## config.mk

```make
export PLATFORM = sky130hd
export DESIGN_NAME = keypad_scan
export DESIGN_NICKNAME = d
export VERILOG_FILES = /design/src/rtl/keypad_pkg.sv /design/src/rtl/key_debounce.sv /design/src/rtl/keypad_scan.sv
export SDC_FILE = /design/constraint.sdc
export NUM_CORES = 1
export LEC_CHECK = 0
export ABC_AREA = 1
export CAP_MARGIN = 20
export CORE_UTILIZATION = 30
export CTS_CLUSTER_SIZE = 14
export DETAILED_ROUTE_END_ITERATION = 10
export PLACE_DENSITY = 0.46
export SYNTH_ARGS = -nofsm -noshare
export SYNTH_HDL_FRONTEND = slang
export SYNTH_SLANG_ARGS = --single-unit
```

## constraint.sdc

```tcl
create_clock -name clk -period 8 [get_ports clk]
set_input_delay 2.4 -clock clk [delete_from_list [all_inputs] [get_ports clk]]
set_output_delay 2.4 -clock clk [all_outputs]
set_load 0.02 [all_outputs]
```

## src/rtl/keypad_pkg.sv

```systemverilog
// Shared definitions for the 4x3 keypad scanner: key codes, matrix size,
// debounce state encoding and the row/column to key-code map.
package keypad_pkg;

  localparam logic [3:0] KEY_NONE  = 4'd15;
  localparam logic [3:0] KEY_STAR  = 4'd10;
  localparam logic [3:0] KEY_SHARP = 4'd11;

  localparam int NUM_ROWS = 4;
  localparam int NUM_COLS = 3;

  typedef enum logic [1:0] {
    IDLE    = 2'd0,
    CONFIRM = 2'd1,
    HELD    = 2'd2
  } deb_state_t;

  // Rows 0-2 carry digits 1-9 in reading order; row 3 is '*', '0', '#'.
  function automatic logic [3:0] key_lookup(input logic [1:0] row, input logic [1:0] col);
    logic [3:0] code;
    code = KEY_NONE;
    if (col > 2'd2) begin
      code = KEY_NONE;
    end else begin
      case (row)
        2'd0, 2'd1, 2'd2: code = ({2'b00, row} * 4'd3) + {2'b00, col} + 4'd1;
        2'd3: begin
          case (col)
            2'd0:    code = KEY_STAR;
            2'd1:    code = 4'd0;
            2'd2:    code = KEY_SHARP;
            default: code = KEY_NONE;
          endcase
        end
        default: code = KEY_NONE;
      endcase
    end
    return code;
  endfunction

endpackage

```

## src/rtl/key_debounce.sv

```systemverilog
// Frame-rate debouncer: a new key code (or a release) must repeat for
// DEBOUNCE_CNT consecutive frame results before it becomes the output code.
module key_debounce
  import keypad_pkg::*;
#(
  parameter int DEBOUNCE_CNT = 4
) (
  input  logic       i_clk,
  input  logic       i_rst,
  input  logic       i_frame_valid,
  input  logic [3:0] i_frame_result,
  output logic [3:0] o_key_code
);

  localparam int CW = $clog2(DEBOUNCE_CNT + 1);

  deb_state_t    r_state;
  logic [3:0]    r_cand;
  logic [3:0]    r_code;
  logic [CW-1:0] r_count;

  // Debounce state machine, advanced once per completed scan frame.
  always_ff @(posedge i_clk or posedge i_rst) begin
    if (i_rst) begin
      r_state <= IDLE;
      r_cand  <= KEY_NONE;
      r_code  <= KEY_NONE;
      r_count <= '0;
    end else if (i_frame_valid) begin
      case (r_state)
        IDLE: begin
          if (i_frame_result != KEY_NONE) begin
            if (DEBOUNCE_CNT == 1) begin
              r_code  <= i_frame_result;
              r_state <= HELD;
            end else begin
              r_state <= CONFIRM;
              r_cand  <= i_frame_result;
              r_count <= CW'(1);
            end
          end
        end
        HELD: begin
          if (i_frame_result != r_code) begin
            if (DEBOUNCE_CNT == 1) begin
              r_code  <= i_frame_result;
              r_state <= (i_frame_result == KEY_NONE) ? IDLE : HELD;
            end else begin
              r_state <= CONFIRM;
              r_cand  <= i_frame_result;
              r_count <= CW'(1);
            end
          end
        end
        CONFIRM: begin
          if (i_frame_result == r_cand) begin
            if ((r_count + CW'(1)) == CW'(DEBOUNCE_CNT)) begin
              r_code  <= r_cand;
              r_state <= (r_cand == KEY_NONE) ? IDLE : HELD;
              r_count <= '0;
            end else begin
              r_count <= r_count + CW'(1);
            end
          end else begin
            // A bounce back to the current output abandons the candidate.
            r_cand  <= i_frame_result;
            r_count <= CW'(1);
            if (i_frame_result == r_code) begin
              r_state <= (r_code == KEY_NONE) ? IDLE : HELD;
            end
          end
        end
        default: begin
          r_state <= IDLE;
          r_cand  <= KEY_NONE;
          r_count <= '0;
        end
      endcase
    end
  end

  assign o_key_code = r_code;

endmodule

```

## src/rtl/keypad_scan.sv

```systemverilog
// 4x3 matrix keypad scanner: drives one row low at a time, samples the
// synchronized columns, resolves one key per frame and debounces it.
module keypad_scan
  import keypad_pkg::*;
#(
  parameter int SCAN_DIV     = 1000,
  parameter int DEBOUNCE_CNT = 4
) (
  input  logic       clk,
  input  logic       rst,
  input  logic [2:0] col_in,
  output logic [3:0] row_out,
  output logic [9:0] keypad,
  output logic       sharp,
  output logic       star,
  output logic [3:0] key_code
);

  localparam int DW = $clog2(SCAN_DIV);

  logic [2:0]    r_col_meta;
  logic [2:0]    r_col_sync;
  logic [DW-1:0] r_dwell;
  logic [1:0]    r_row;
  logic [1:0]    r_hits;
  logic [3:0]    r_acc_code;

  logic          w_sample;
  logic          w_frame_valid;
  logic [1:0]    w_hits;
  logic [3:0]    w_acc_code;
  logic [3:0]    w_frame_result;
  logic [3:0]    w_db_code;

  // Two-flop synchronizer for the asynchronous column lines (idle high).
  always_ff @(posedge clk or posedge rst) begin
    if (rst) begin
      r_col_meta <= 3'b111;
      r_col_sync <= 3'b111;
    end else begin
      r_col_meta <= col_in;
      r_col_sync <= r_col_meta;
    end
  end

  assign w_sample      = (r_dwell == DW'(SCAN_DIV - 1));
  assign w_frame_valid = w_sample && (r_row == 2'(NUM_ROWS - 1));

  // Fold the current row's closed columns into the frame accumulator.
  always_comb begin
    w_hits     = r_hits;
    w_acc_code = r_acc_code;
    for (int c = 0; c < NUM_COLS; c++) begin
      w_hits     = (!r_col_sync[c] && (w_hits != 2'd2)) ? (w_hits + 2'd1) : w_hits;
      w_acc_code = !r_col_sync[c] ? key_lookup(r_row, 2'(c)) : w_acc_code;
    end
    w_frame_result = (w_hits == 2'd1) ? w_acc_code : KEY_NONE;
  end

  // Row dwell counter, row rotation and per-frame accumulation.
  always_ff @(posedge clk or posedge rst) begin
    if (rst) begin
      r_dwell    <= '0;
      r_row      <= 2'd0;
      row_out    <= 4'b1110;
      r_hits     <= 2'd0;
      r_acc_code <= KEY_NONE;
    end else if (w_sample) begin
      r_dwell <= '0;
      r_row   <= r_row + 2'd1;
      row_out <= {row_out[2:0], row_out[3]};
      if (w_frame_valid) begin
        r_hits     <= 2'd0;
        r_acc_code <= KEY_NONE;
      end else begin
        r_hits     <= w_hits;
        r_acc_code <= w_acc_code;
      end
    end else begin
      r_dwell <= r_dwell + DW'(1);
    end
  end

  key_debounce #(
    .DEBOUNCE_CNT(DEBOUNCE_CNT)
  ) u_debounce (
    .i_clk         (clk),
    .i_rst         (rst),
    .i_frame_valid (w_frame_valid),
    .i_frame_result(w_frame_result),
    .o_key_code    (w_db_code)
  );

  // Registered one-hot decode of the debounced code.
  always_ff @(posedge clk or posedge rst) begin
    if (rst) begin
      key_code <= KEY_NONE;
      keypad   <= 10'd0;
      sharp    <= 1'b0;
      star     <= 1'b0;
    end else begin
      key_code <= w_db_code;
      keypad   <= (w_db_code <= 4'd9) ? (10'd1 << w_db_code) : 10'd0;
      sharp    <= (w_db_code == KEY_SHARP);
      star     <= (w_db_code == KEY_STAR);
    end
  end

endmodule
```

# After elaboration in Yosys (flattened, before gate mapping)
# Index checks and enable logic that the tools add are counted.
# totals
ff_bits	57
latchBits	0
ram_bits	0
rom_bits	0
input_bits	5
out_inout_bits	20
elab_cells	97
n_memories	0
# classes
add_sub_neg	10
multipliers	1
n_div	0
magnitude_cmp	1
n_eq_ne	24
shifts	1
n_mux	31
n_bitwise	0
reduce_logical	14
# ops
cell	count
two-way mux 4 bit	8
one-hot mux 4 bit (2 select lines)	3
two-way mux 2 bit	11
two-way mux 10 bit	2
equality test 4 bit (second input constant)	4
adder 4 x 1 -> 4 bit (second input constant)	3
two-way mux 3 bit	4
one-hot mux 4 bit (3 select lines)	1
adder 10 x 1 -> 10 bit (second input constant)	1
equality test 10 bit (second input constant)	1
left shift 1 x 4 -> 10 bit (first input constant)	1
one-hot mux 3 bit (3 select lines)	1
adder 2 x 1 -> 2 bit (second input constant)	4
equality test 4 bit	2
!= test 2 bit (second input constant)	4
AND reduction 4 bit	2
equality test 2 x 1 -> 1 bit (second input constant)	3
equality test 2 bit (second input constant)	3
one-hot mux 2 bit (3 select lines)	1
AND reduction 5 bit	1
adder 4 x 2 -> 4 bit (second input constant)	1
<= comparator 4 bit (second input constant)	1
logical AND 1 bit	4
logical NOT 2 bit	2
other kinds (11)	14

# Longest topological paths before layout
# logic_depth
ltp_word	15
depth_mapped	29
ltp_nobuf	28

# Hierarchy
# Synthesis repeated with hierarchy kept, for this count alone.
# unflattened
hier_cells	369
hier_area_um2	3024.2
# by_module_without_submodules
mod	instances	cells_each	area_per_inst_um2	seq_area_each_um2
keypad_scan	1	235	2093.3	1122.3
key_debounce	1	134	930.9	335.3

# Least setup slack after synthesis
# OpenSTA, ideal clock, no wires.
# synth_timing
path_kind	reg-to-reg
from	reg r_hits[0]
to	reg u_debounce.r_cand[0]
setup_time_ns	0.072
t_arrival_ns	3.078
required_ns	7.928
path_slack_ns	4.850
path_stages_with_launch	28
path_buffers	1
period_less_slack_ns	3.150
path_cell_list	dfrtp_1 inv_1 ha_1 nor2_1 nand2_1 nand2_1 inv_1 ha_1 nor2_2 inv_1 nand3_1 nand2_1 ha_1 nor2_1 inv_1 nand3_2 nand2_2 buf_6 nand3_4 nand2_1 nand2_1 nor2_2 nand3_1 nand2_2 nor2_1 nand2_1 nand2_1 inv_1
# synth_between
elab_chain_len	14
elab_cells_between_ends	25
classes_between	add/sub: 3; eq/ne: 10; mux: 8; reduce/logical: 4
# synth_rtl
item	line_no	source
from (decl)	keypad_scan.sv:25	logic [1:0] r_hits;
from (signal assigned)	keypad_scan.sv:76	r_hits <= w_hits;
branches (longest 2 deep; another with adder 2 x 1 -> 2 bit)	--	
two-way mux 2 bit *	keypad_scan.sv:54	w_hits = (!r_col_sync[c] && (w_hits != 2'd2)) ? (w_hits + 2'd1) : w_hits;
branches (longest 2 deep; another with adder 2 x 1 -> 2 bit)	--	
two-way mux 2 bit *	keypad_scan.sv:54	
branches (longest 2 deep; another with adder 2 x 1 -> 2 bit)	--	
two-way mux 2 bit *	keypad_scan.sv:54	
equality test 2 x 1 -> 1 bit *	keypad_scan.sv:57	w_frame_result = (w_hits == 2'd1) ? w_acc_code : KEY_NONE;
two-way mux 4 bit *	keypad_scan.sv:57	
equality test 4 bit (tied with other cells)	key_debounce.sv:56	if (i_frame_result == r_cand) begin
!= test 2 bit (no source line) / != test 2 x 1 -> 1 bit (equally long branches)	--	
AND reduction 4 bit (no source line)	--	
to (signal assigned)	key_debounce.sv:38	r_cand <= i_frame_result;
to (signal assigned)	key_debounce.sv:50	r_cand <= i_frame_result;
to (signal assigned)	key_debounce.sv:66	r_cand <= i_frame_result;
to (decl)	key_debounce.sv:18	logic [3:0] r_cand;
# Mark *: on every way between the ends. The select of a mux whose other input is x is not followed.
# A chain may end at the register's enable or synchronous reset.

# Final worst setup path
# layout_timing
from	reg row_out[2]
to	out row_out[2]
# layout_rtl
item	line_no	source
from (decl)	keypad_scan.sv:12	output logic [3:0] row_out,
from (signal assigned)	keypad_scan.sv:71	row_out <= {row_out[2:0], row_out[3]};
# No word-level cell between the ends.

==> results.md <==
- Family with the most delay on the worst path: buffers and inverters
- Syn_nets: 366
- Via count: 2260
- Layout cell share with drive strength beyond 1: 17.6%
- Final critical delay including setup and external delays: 3.87 ns
- Number of design rule violations left after detail routing: 0
- Crit. End Element: primary output
- Final design area excluding fillers: 3570 um2
- Delay contributed by the slowest stage of the critical path: 0.60 ns
- Initial DRC Count: 121
- Number of cells on the worst reg-to-reg path: 23
- Horiz. Die Dim: 101 um
- Core Area: 9370 um2
- Number of buffers created by CTS: 9
- Initial cell density of the core: 31.5%
- Commonest non-fill, non-tap cell in the layout: sky130_fd_sc_hd__nand2_1
- Grt ovf: 0
- Number of distinct library cells after synthesis: 26
- Sum of internal, switching and leakage power: 667 uW
- Outcome: finished clean
- Internal Pwr Total: 518 uW
- Average via count per standard cell: 4.39
- Final-layout fill cell count: 991
- Total routing usage reported by global routing: 13.9%
- Clock network latency to the later pin of the worst-skew pair: 0.34 ns
- Final cycle utilization of the critical path: 48.4%
- Final hold violation count: 0
- Sequential element share of the synthesized area: 49.4%
- Capture point of the critical path: row_out[2]
- Antenna-violating nets left: 0
- Clock network power share: 50.0%
- Pin count of the biggest net entering global routing: 58
- Clock tree from TritonCTS: done
- Count of antenna diodes in the layout: 0
- Leading cell types by total area after synthesis: sky130_fd_sc_hd__dfrtp_1, sky130_fd_sc_hd__dfstp_2, sky130_fd_sc_hd__nand2_1, sky130_fd_sc_hd__inv_1, sky130_fd_sc_hd__ha_1
- Critical path depth: 1
- Number of buffers and inverters on the critical path: 1
- Detailed-routing iteration count for the pre-antenna-repair pass: 4
- Slowest cell on the critical path: sky130_fd_sc_hd__clkdlybuf4s50_1
- Yosys top cell by area: sky130_fd_sc_hd__dfrtp_1
- Terminus of the critical flop-to-flop path: u_debounce.o_key_code[1]
- WL per Instance: 12.0 um
- Number of buffers inserted by hold repair at cts: 0
- Endpoints failing setup: 0
- Worst R2R Start: r_hits[0]
- Flop-to-flop setup slack: 4.29 ns
- Final non-filler cell total: 515
- Maximum Capacitance Violations: 0
- Setup Buffers After CTS: 0
- Flops & latches, synth: 57
- Worst Tran Pin Value: 0.726 ns
- RSZ-0062 raised after global routing: no
- Worst-path fanout max: 3
- Proportion of total power due to net switching: 22.4%
- Number of max-slew violations in the final report: 0
- Final net count: 398
- Post-detail-place hpwl: 4430 um
- Data arrival time at the worst-slack endpoint: 1.47 ns
- Maximum count of clock buffers along a single path: 2
- Number of levels in the clock H-tree: 3
- Post-Syn Area: 2950 um2
- Count of input and output buffers: 24
- Crit path launch type: flop
- I/O pin cnt: 25
- Pwr/cell area: 187 nW/um2
- Number of global-route vias before repair: 2193
- Mapped Cells: 349
- Leakage power: 1.68 nW
- Sequence of cells on the critical path: clkdlybuf4s50_1
- Area enclosed by the die boundary: 10200 um2
- Synth Area per Inst: 8.45 um2
- Placed inst area: 3330 um2
- Setup CP Type: flop to primary output
- Initial antenna violation count: 0
- Start point of the worst hold path: r_col_meta[0]
- Path class of the lowest-slack min-delay path: flop to flop
- Num rows: 35
- Clock Sinks: 57
- Combinational power share: 6.0%
- Root buffer selected by CTS: sky130_fd_sc_hd__clkbuf_8
- Worst VDD drop: 0.0000949 V
- Placed instance count: 499
- Max Clock Freq: 258 MHz
- Clock-pin slew reported for the worst setup and hold paths after clock tree synthesis: 0.07 ns
- Area growth from synthesis to final layout: 21.1%
- Worst setup path startpoint: row_out[2]
- Aggregate negative setup slack: 0 ns
- Data required, critical path: 5.60 ns
- Total detailed-routing wirelength: 6160 um
- Die boundary height: 101 um
- Headroom to the max-slew limit: 51.6%
- Worst Clk Skew: 0.00752 ns
- Wire length of the first global-routing pass: 10800 um
- Switch Pwr: 149 uW
- Warnings from Yosys: 0
- Highest-count cells in the layout ignoring fill and taps: sky130_fd_sc_hd__nand2_1, sky130_fd_sc_hd__inv_1, sky130_fd_sc_hd__nor2_1, sky130_fd_sc_hd__dfrtp_1, sky130_fd_sc_hd__dfstp_2
- Gpl congestion: 0.795
- Area share of the leading cell type in the synthesized netlist: 27.2%
- Total of cells resized after clock tree synthesis: 0
- Sequential Power Share: 44.0%
[cell usage after synthesis (all sizes together)]
cell and n:
nor2 45, clkbuf 2, buf 2, dfrtp 32, a22oi 2, a21oi 14
ha 12, nand3 24, o21a 1, xnor2 1, nand4 9, xor2 3
inv 50, o21ai 26, nand2 93, nor3 8, dfstp 25
[per-stage QoR]
stage               setup slack (ns)  utilization (%)  hold WS, ns
floorplan                       4.24                -        0.345
global placement                4.46             35.5        0.346
detailed placement              4.31             35.5        0.349
CTS                             4.10             38.1        0.359
global route                    3.81             38.1        0.364
finish                          4.13             38.1        0.358
[flip-flops by register name, indices dropped and copies added, names as in the netlist]
signal / count
sharp: 1
u_debounce.r_cand: 4
r_col_sync: 3
key_code: 4
r_col_meta: 3
u_debounce.o_key_code: 4
r_row: 2
r_acc_code: 4
keypad: 10
star: 1
r_dwell: 10
u_debounce.r_count: 3
u_debounce.r_state: 2
row_out: 4
r_hits: 2
[power groups by stage]
stage	clock network [mW]	logic, mW	registers [mW]
final	0.334	0.0400	0.293
after detailed placement	0	0.0408	0.298
after floorplan	0	0.0338	0.297
after global routing	0.358	0.0460	0.293
after CTS	0.343	0.0409	0.293
after global placement	0	0.0407	0.298
[per-layer routing]
metal	up-vias	GRT usage, %	share of wire (%)
met5	-	0	0
met1	1050	19.5	52
met3	8	3.73	2.7
li1	1175	-	-
met2	27	20.1	44
met4	0	5.80	1.7
[worst min-delay path by stage]
stage | endpoint | cells past startpoint
2_1_floorplan | r_col_sync[0] | 0
6_report | r_col_sync[0] | 0
3_5_place_dp | r_col_sync[0] | 0
4_1_cts | r_col_sync[0] | 0
5_1_grt | r_col_sync[1] | 0
3_3_place_gp | r_col_sync[2] | 0
[area by class of cell]
| cell class | instances | area [um2] | area share, % |
|---|---|---|---|
| multi-input combinational | 238 | 1270 | 35.7 |
| timing repair buffer | 25 | 248 | 6.94 |
| tap | 129 | 161 | 4.52 |
| sequential | 57 | 1460 | 40.8 |
| clock buffer | 11 | 141 | 3.96 |
| clock inverter | 5 | 103 | 2.87 |
| inverter | 50 | 188 | 5.25 |
[cell families (layout without fill, tap and decap cells)]
| group | Yosys count | after routing | synth area share, % |
|---|---|---|---|
| simple gates | 179 | 179 | 29.4 |
| compound gates | 43 | 43 | 7.55 |
| fa+ha+maj | 12 | 12 | 5.09 |
| buf+inv | 54 | 91 | 7.38 |
| flops | 57 | 57 | 49.4 |
| xor+xnor | 4 | 4 | 1.19 |
(Power assumes the default switching activity.)
==> variant 1 (config.mk and constraints unchanged) <==
The output `key_code` loses its register stage (`key_code` becomes a continuous assignment).
--- a/src/rtl/keypad_scan.sv
+++ b/src/rtl/keypad_scan.sv
@@ -95,10 +95,8 @@
   always_ff @(posedge clk or posedge rst) begin
     if (rst) begin
-      key_code <= KEY_NONE;
       keypad   <= 10'd0;
       sharp    <= 1'b0;
       star     <= 1'b0;
     end else begin
-      key_code <= w_db_code;
       keypad   <= (w_db_code <= 4'd9) ? (10'd1 << w_db_code) : 10'd0;
       sharp    <= (w_db_code == KEY_SHARP);
@@ -107,3 +105,5 @@
   end
 
+  assign key_code = w_db_code;
+
 endmodule
Check against the original RTL: same outputs for any inputs over 10 cycles, from zero or initial values and one cycle with rst high; that may be too few to reach the edited logic, so the function may still have changed.
==> variant 1 against the original RTL <==
- cell area decreased by 4.9%
- combinational power increased by 5.7%
- wire length increased by 2.3%
- largest power group is now registers
- total power decreased by 28%
- utilization decreased by 1.7 points
- clock skew increased by 4.5 ps
- worst setup slack got worse by 75 ps
- critical endpoint is now key_code[0]
- sequential cell count decreased by 4
- area after synthesis decreased by 0.85%
- clock power decreased by 51%
- sequential power decreased by 6.8%
- hold slack improved by 2.8 ps
- sequential share of layout area decreased by 1.0 points
==> variant 1: results (changes against the original RTL) <==
stage;metric;value;unit;change
sta;final period utilization;49.3;%;was 48.4%
cells_and_area;biggest regs;keypad (10), r_dwell (10);;unchanged
routing;met3 wire length;148;µm;was 166 µm
power;leak pwr;0.00159;µW;was 0.00168 µW
sta;Final Skew;12.0;ps;was 7.52 ps
logic_synthesis;Seq/Total Area, Yosys;46.3;%;was 49.4%
placement;Final HPWL DP;4620;µm;was 4430 µm
routing;Metal-1 WL;3150;µm;was 3200 µm
worst_hold_path;hold crit path type;reg2reg;;unchanged
clock_tree;Worst-Skew Late Latency;320;ps;was 340 ps
critical_path;crit path DAT;1550;ps;was 1470 ps
outcome;outcome;completed;;unchanged
sta;relative slew slack;55.9;%;was 51.6%
placement;Placer Congestion;0.790;;was 0.795
clock_tree;post-CTS resize count;0;;unchanged
cells_and_area;share of cells above drive strength 1;15.9;%;was 17.6%
clock_tree;CTS Buf Count;5;;was 9
global_route;vias in the first global route;2250;;was 2193
critical_path;max incr delay on CP;620;ps;was 600 ps
critical_path;CP max FO;7;;was 3
cells_and_area;# nets final;406;;was 398
clock_tree;Reg clk slew, reported paths;110;ps;was 70 ps
routing;Total Wirelength;6300;µm;was 6160 µm
routing;met2 wire len;2930;µm;was 2690 µm
cells_and_area;fillcell total;973;;was 991
logic_synthesis;most frequent cells after synthesis;nand2_1, inv_1, nor2_1;;unchanged
critical_path;critical path class;reg2out;;unchanged
routing;DR iter-0 viols;77;;was 121
global_route;largest net degree at the start of global routing;54;;was 58
logic_synthesis;synthesized net count;378;;was 366
logic_synthesis;dominant cells by area after synthesis;dfrtp_1, dfstp_2, nand2_1;;unchanged
power;maximum VDD drop;0.0000606;V;was 0.0000949 V
global_route;GRT Overall Usage;13.8;%;was 13.9%
logic_synthesis;Distinct cells, synth;27;;was 26
global_route;global-route wire length before repair;11100;µm;was 10800 µm
routing;vias per inst;4.46;;was 4.39
placement;Post-DP Area;0.00330;mm²;was 0.00333 mm²
clock_tree;H-tree depth;2;;was 3
critical_path;critical path's slowest cell;clkdlybuf4s50_1;;unchanged
[variant 1: final timing paths]
kind	from	end	slack [ps]	depth (start not counted)
setup / recovery	u_debounce.o_key_code[0]	key_code[0]	4050	1
hold / removal	r_col_meta[0]	r_col_sync[0]	360	0
setup reg to reg	r_hits[0]	u_debounce.r_cand[0]	4410	27
hold reg to reg	r_col_meta[0]	r_col_sync[0]	360	0
max in group asynchronous	rst	r_dwell[6]	4990	3
min in group asynchronous	rst	u_debounce.r_count[2]	2560	3
[variant 1: final cells by class]
type,count,area [µm²],area share (%)
Clock buffer,5,68.8,2.03
Tap cell,129,161,4.75
Timing Repair Buffer,25,248,7.29
Inverter,50,188,5.52
Clock inverter,3,26.3,0.773
Multi-Input combinational cell,254,1350,39.8
Sequential cell,53,1350,39.8
[variant 1: logic make-up after synthesis]
group / count (synthesis) / share of synthesized area (%)
buf+inv: 54 / 7.45
compound gates: 41 / 7.32
simple gates: 198 / 32.9
flops: 53 / 46.3
xor+xnor: 3 / 0.899
fa+ha+maj: 12 / 5.13
[variant 1: routing by layer]
layer	up-vias	track usage (%)
met3	5	2.01
met2	27	22.8
met4	0	3.68
met5	-	0
met1	1070	18.9
li1	1211	-
[variant 1: per-stage QoR]
stage	setup slack, ps	power (µW)	instances
CTS	4040	487	519
global placement	4410	320	511
floorplan	4350	312	361
detailed placement	4390	320	511
global route	3950	504	519
finish	4050	479	519
[variant 1: power by group]
| part | total [µW] | leakage, µW | internal, µW | switching, µW |
|---|---|---|---|---|
| clock network | 164 | 0.0000423 | 64.0 | 100 |
| logic | 42.3 | 0.000903 | 12.0 | 30.4 |
| registers | 273 | 0.000645 | 271 | 1.61 |
==> variant 2 (config.mk and constraints unchanged) <==
Made on the original files. Change the parameter `SCAN_DIV` from 1000 to 250.
--- a/src/rtl/keypad_scan.sv
+++ b/src/rtl/keypad_scan.sv
@@ -4,5 +4,5 @@
   import keypad_pkg::*;
 #(
-  parameter int SCAN_DIV     = 1000,
+  parameter int SCAN_DIV     = 250,
   parameter int DEBOUNCE_CNT = 4
 ) (
Check against the original RTL: same outputs for any inputs over 10 cycles, from zero or initial values and one cycle with rst high; that may be too few to reach the edited logic, so the function may still have changed.
==> variant 2 against the original RTL <==
- die area shrank 3.4%
- critical path type unchanged
- worst setup slack gained 16 ps
- utilization shrank 2.3 points
- total power shrank 28%
- cell area shrank 7.9%
- first-iteration DRC count shrank 40%
- area after synthesis shrank 3.5%
- wire length shrank 7.0%
- combinational power grew 5.2%
- sequential power shrank 3%
- sequential cell count shrank 2
==> variant 2: results (changes against the original RTL) <==
stage;metric;value;unit;change
outcome;outcome;completed;;unchanged
worst_hold_path;Hold Path Sink;r_col_sync[1];;was r_col_sync[0]
global_route;global-route wire length before repair;10000;µm;was 10800 µm
global_route;GRT Overall Usage;12.5;%;was 13.9%
logic_synthesis;Synth Area in Adders;5.72;%;was 5.09%
clock_tree;Reg clk slew, reported paths;100;ps;was 70 ps
worst_hold_path;hold path start;r_col_meta[1];;was r_col_meta[0]
logic_synthesis;dominant cells by area after synthesis;dfrtp_1, dfstp_2, nand2_1;;unchanged
logic_synthesis;Seq/Total Area, Yosys;49.5;%;was 49.4%
global_route;vias in the first global route;2144;;was 2193
logic_synthesis;Compound-Gate Fraction of Synth Area;8.14;%;was 7.55%
clock_tree;H-tree depth;2;;was 3
placement;Placer Congestion;0.815;;was 0.795
placement;Placed Instances;454;;was 499
logic_synthesis;Distinct cells, synth;29;;was 26
sta;min Tclk post-route;3860;ps;was 3870 ps
cells_and_area;share of cells above drive strength 1;17.7;%;was 17.6%
placement;Final HPWL DP;4110;µm;was 4430 µm
critical_path;FF-to-FF End;u_debounce.r_cand[2];;was u_debounce.o_key_code[1]
cells_and_area;fillcell total;981;;was 991
routing;vias per inst;4.67;;was 4.39
cells_and_area;Post-Layout Cell Count;462;;was 515
sta;Final Skew;6.25;ps;was 7.52 ps
power;leak pwr;0.00143;µW;was 0.00168 µW
logic_synthesis;Syn Area/Cell;8.84;µm²;was 8.45 µm²
placement;Setup WS pre-CTS;4490;ps;was 4310 ps
logic_synthesis;most frequent cells after synthesis;nand2_1, inv_1, nor2_1;;unchanged
logic_synthesis;synthesized net count;340;;was 366
routing;DR iter-0 viols;72;;was 121
logic_synthesis;xor/xnor share of the synthesized area;0.616;%;was 1.19%
sta;slew of the pin with the lowest slew margin;680;ps;was 726 ps
sta;Hold WS;362;ps;was 358 ps
placement;Post-DP Area;0.00320;mm²;was 0.00333 mm²
cells_and_area;biggest regs;keypad (10), r_dwell (8);;was keypad (10), r_dwell (10)
cells_and_area;# nets final;368;;was 398
clock_tree;CTS Buf Count;5;;was 9
-- variant 2: cell types whose count changed after synthesis, sizes merged, moves of 3 or more --
cell   change
inv       -11
nand2     -12
nand4      +7
nor2       -6
o21ai      -3
-- variant 2: power by group --
part / total [µW] / switching [µW] / internal [µW]
Combinational: 42.1 / 30.3 / 11.8
Clock: 158 / 96.4 / 61.2
Sequential: 283 / 1.46 / 281
-- variant 2: layer usage --
layer	global-route usage, %	vias up	wire, µm
li1	-	1098	-
met3	1.97	10	138
met4	5.09	0	114
met5	0	-	0
met1	16.7	1018	2850
met2	20.4	33	2630
-- variant 2: final cells by class --
type / instances / area (µm²) / share of cell area (%)
inverter: 39 / 146 / 4.45
clock inverter: 3 / 20.0 / 0.608
sequential: 55 / 1410 / 42.8
tap: 111 / 139 / 4.22
multi-input combinational: 224 / 1260 / 38.3
clock buffer: 5 / 68.8 / 2.09
timing repair buffer: 25 / 248 / 7.53
